`src/rtl/uart_transmitter.sv`:
```
// uart_transmitter
//   8N1 UART transmitter: start bit, eight data bits LSB first, one stop bit.
//   Bit period is CLK_FREQ/BAUD clock cycles (floor division).
// Ports
//   clk            rising-edge clock
//   rst            asynchronous active-high reset
//   data_in        byte to send, sampled on the accepting edge only
//   data_in_valid  producer offers a byte
//   data_in_ready  high only in IDLE
//   serial_out     registered UART line, idles high
//   tx_busy        high whenever a frame is in progress
module uart_transmitter #(
    parameter int CLK_FREQ = 50_000_000,
    parameter int BAUD     = 115200
) (
    input  logic       clk,
    input  logic       rst,
    input  logic [7:0] data_in,
    input  logic       data_in_valid,
    output logic       data_in_ready,
    output logic       serial_out,
    output logic       tx_busy
);

    localparam int CYCLES_PER_SYMBOL = CLK_FREQ / BAUD;
    // Guarded so the width stays legal long enough for the check below to fire.
    localparam int CNT_W = (CYCLES_PER_SYMBOL < 2) ? 1 : $clog2(CYCLES_PER_SYMBOL);
    localparam logic [CNT_W-1:0] CNT_MAX = CNT_W'(CYCLES_PER_SYMBOL - 1);

    if (CYCLES_PER_SYMBOL < 2) begin : g_bad_rate
        $error("uart_transmitter: CLK_FREQ/BAUD must be at least 2");
    end

    typedef enum logic [1:0] {IDLE, START, DATA, STOP} state_t;

    state_t           state_q, state_d;
    logic [CNT_W-1:0] cnt_q, cnt_d;
    logic [2:0]       idx_q, idx_d;
    logic [7:0]       shreg_q, shreg_d;
    logic             so_q, so_d;
    logic             sym_end;

    assign sym_end = (cnt_q == CNT_MAX);

    // serial_out_d always reflects the line level of the state being entered,
    // so the registered output lines up with the state without an extra cycle.
    always_comb begin
        state_d = state_q;
        idx_d   = idx_q;
        shreg_d = shreg_q;
        so_d    = so_q;
        if (state_q == IDLE || sym_end) cnt_d = '0;
        else                            cnt_d = cnt_q + CNT_W'(1);

        case (state_q)
            IDLE: begin
                so_d = 1'b1;
                if (data_in_valid) begin
                    state_d = START;
                    shreg_d = data_in;
                    cnt_d   = '0;
                    so_d    = 1'b0;
                end
            end
            START: begin
                if (sym_end) begin
                    state_d = DATA;
                    idx_d   = 3'd0;
                    so_d    = shreg_q[0];
                end
            end
            DATA: begin
                if (sym_end) begin
                    shreg_d = shreg_q >> 1;
                    if (idx_q == 3'd7) begin
                        state_d = STOP;
                        idx_d   = 3'd0;
                        so_d    = 1'b1;
                    end else begin
                        idx_d = idx_q + 3'd1;
                        so_d  = shreg_q[1];   // next bit after the shift
                    end
                end
            end
            STOP: begin
                if (sym_end) begin
                    state_d = IDLE;
                    so_d    = 1'b1;
                end
            end
            default: begin
                state_d = IDLE;
                so_d    = 1'b1;
            end
        endcase
    end

    always_ff @(posedge clk or posedge rst) begin
        if (rst) begin
            state_q <= IDLE;
            cnt_q   <= '0;
            idx_q   <= 3'd0;
            shreg_q <= 8'h00;
            so_q    <= 1'b1;
        end else begin
            state_q <= state_d;
            cnt_q   <= cnt_d;
            idx_q   <= idx_d;
            shreg_q <= shreg_d;
            so_q    <= so_d;
        end
    end

    assign serial_out    = so_q;
    assign data_in_ready = (state_q == IDLE);
    assign tx_busy       = (state_q != IDLE);

endmodule

```
`config.mk`:
```
export PLATFORM = sky130hd
export DESIGN_NAME = uart_transmitter
export DESIGN_NICKNAME = d
export VERILOG_FILES = /design/src/rtl/uart_transmitter.sv
export SDC_FILE = /design/constraint.sdc
export NUM_CORES = 1
export LEC_CHECK = 0
export ABC_AREA = 1
export BUFFER_PORTS_ARGS = -buffer_cell sky130_fd_sc_hd__buf_2
export CAP_MARGIN = 20
export CORE_UTILIZATION = 45
export CTS_BUF_LIST = sky130_fd_sc_hd__clkbuf_4
export DETAILED_ROUTE_END_ITERATION = 6
export GPL_TIMING_DRIVEN = 0
export PLACE_DENSITY = 0.69
export SYNTH_ARGS = -nofsm -noshare
export SYNTH_HDL_FRONTEND = slang
export SYNTH_SLANG_ARGS = --single-unit
```
`constraint.sdc`:
```
create_clock -name clk -period 3.89 [get_ports clk]
set_clock_uncertainty 0.1 [all_clocks]
set_input_delay 0.1945 -clock clk [delete_from_list [all_inputs] [get_ports clk]]
set_output_delay 0.1945 -clock clk [all_outputs]
set_load 0.01 [all_outputs]
```
==> impl_metrics.env <==
export IMPL_status="finished, final reports clean"
export IMPL_cts_hold_buffers=1
export IMPL_yosysSeqAreaShare_pct=43.4
export IMPL_grt_ovfl_total=0
export IMPL_ys_types=29
export IMPL_gp_congestion=0.739
export IMPL_slew_violations=0
export IMPL_clock_path_buffers=2
export IMPL_path_max_fanout=9
export IMPL_min_path_cells=3
export IMPL_layout_commonest_cell="nand2_1"
export IMPL_p_seq_share_pct=38.6
export IMPL_netSwitchingPower_uw=413
export IMPL_vias=1069
export IMPL_synth_edff_count=0
export IMPL_power_total_uw=943
export IMPL_hpwlAfterDp_um=1840
export IMPL_synth_async_sr_flop_share_pct=100
export IMPL_stdcell_count=216
export IMPL_synth_warnings=0
export IMPL_tritoncts="yes"
export IMPL_drc=0
export IMPL_cp_end_kind="flop"
export IMPL_wirelength_um=2440
export IMPL_grt_pass1_wl_um=4320
export IMPL_rows=19
export IMPL_placed_cells=211
export IMPL_cts_setup_buffers=0
export IMPL_grt_usage_pct=16.9
export IMPL_crit_type="flop to flop"
export IMPL_clk_latency_ns=0.30
export IMPL_clockPowerShare_pct=12.4
export IMPL_rsz0062_at_grt="no"
export IMPL_cap_violations=0
export IMPL_htree_levels=1
export IMPL_synth_area_um2=1330
export IMPL_cts_root_buf="clkbuf_4"
export IMPL_cp_required_ns=4.00
export IMPL_crit_path_start_kind="flop"
export IMPL_slew_headroom_pct=41.5
export IMPL_hold_viol=0
export IMPL_reg2reg_depth=9
export IMPL_power_density_nw_per_um2=641
export IMPL_grt_pass1_vias=1047
export IMPL_dr_pass1_iters=4
export IMPL_num_fill_cells=286
export IMPL_clk_pin_slew_ns=0.13
export IMPL_period_share_pct=42.6
export IMPL_ctsResizeCount=0
export IMPL_min_period_ns=1.66
export IMPL_layout_common_cells="nand2_1, dfrtp_1, nand3_1"
export IMPL_ys_ff_latch=23
export IMPL_power_leakage_uw=0.000794
export IMPL_synthToLayoutAreaGrowth_pct=10.8
export IMPL_place_area_um2=1430
export IMPL_core_area_um2=2780
export IMPL_drive_gt1_share_pct=22.2
export IMPL_setup_viol=0
export IMPL_pwr_share_comb_pct=49.1
export IMPL_portBuffers=13
export IMPL_start_util_pct=47.8
export IMPL_synth_flop_cell="dfrtp_1"
export IMPL_dieHeight_um=56.3
export IMPL_syn_inst=167
export IMPL_antenna_left=0
export IMPL_nets=206
export IMPL_hp_class="input port to flop"
export IMPL_fin_setup_tns_ns=0
export IMPL_grt_max_degree=24
export IMPL_switching_share_pct=43.8
export IMPL_tightest_slew_ns=0.877
export IMPL_fmax_mhz=604
export IMPL_ioPinCount=14
export IMPL_p_int_uw=530
export IMPL_setup_slack_ns=2.23
export IMPL_die_area_um2=3170
export IMPL_finalInstanceArea_um2=1470
export IMPL_wl_per_cell_um=11.3
export IMPL_synth_nets=187
export IMPL_cts_sinks=23
export IMPL_arrival_ns=1.76
export IMPL_r2r_slack_ns=2.23
export IMPL_antenna_found_initial=0
export IMPL_dieWidth_um=56.3
export IMPL_drt_iter0_drc=28
export IMPL_numCtsBuffers=3
export IMPL_place_ws_ns=2.22
export IMPL_irDropWorstVdd_mv=0.375
export IMPL_routed_via_density=4.95
export IMPL_avgSynthCellArea_um2=7.96
export IMPL_antennaDiodeCount=0
## critical path, stage by stage (launching register included)
cell,delay (ns)
dfrtp_1,0.43
inv_1,0.11
ha_1,0.24
inv_2,0.08
or2_1,0.22
buf_6,0.15
nand2_2,0.06
inv_2,0.04
nand3_1,0.07
nand2_1,0.06
## worst paths after layout
kind | from | endpoint
worst max-delay path | state_q[0] | state_q[0]
worst min-delay path | data_in[7] | shreg_q[7]
worst max register to register | state_q[0] | state_q[0]
worst min register to register | shreg_q[7] | shreg_q[7]
max in group asynchronous | rst | idx_q[1]
min in group asynchronous | rst | cnt_q[3]
## cells by family after synthesis
kind of cell | synth area share (%)
buffers and inverters | 6.03
adders and majority gates | 8.47
xor gates and xnor gates | 1.32
AOI/OAI and AO/OA | 2.35
and+or+nand+nor | 38.4
DFF | 43.4
## through the flow
| step | utilization (%) | hold slack (ns) |
|---|---|---|
| after CTS | 52.9 | 0.0261 |
| after floorplan | - | 0.0957 |
| after global placement | 51.5 | 0.317 |
| final | 52.9 | 0.0300 |
| after global routing | 52.9 | 0.0203 |
| after detailed placement | 51.5 | 0.320 |
## power groups by stage
stage / Combinational [uW] / Clock [uW] / Sequential, uW
2_1_floorplan: 361 / 0 / 361
3_3_place_gp: 450 / 0 / 367
3_5_place_dp: 466 / 0 / 369
4_1_cts: 468 / 122 / 365
5_1_grt: 532 / 129 / 374
6_report: 463 / 117 / 364
## cell usage after synthesis (2+ instances only)
cell | count | share of area [%]
nand2_1 | 64 | 18
nand2_4 | 2 | 1.7
nand3_1 | 17 | 6.4
inv_2 | 5 | 1.4
dfrtp_1 | 22 | 41
nor2_1 | 10 | 2.8
nand2_2 | 5 | 2.4
inv_1 | 11 | 3.1
ha_1 | 9 | 8.5
nor3_2 | 3 | 2.3
## cell type report
type                            count  area (um^2)  area share, %
Tap cell                           31         38.8           2.63
Multi-Input combinational cell    125          672           45.6
Clock buffer                        4         30.0           2.04
Timing Repair Buffer               14         75.1           5.10
Buffer                              2         16.3           1.10
Sequential cell                    23          577           39.2
Inverter                           17         63.8           4.33
## flip-flops by register name (all words and copies together), names as in the netlist
signal	flops
cnt_q	9
idx_q	3
serial_out	1
shreg_q	8
state_q	2
## per-layer routing
layer	part of all wire (%)	global-route usage, %	vias to the layer above
met2	46	28.2	12
li1	-	-	556
met3	3.0	2.07	2
met4	0.78	4.18	0
met5	0	0	-
met1	50	23.3	499
Power figures use the tool's default switching activity.
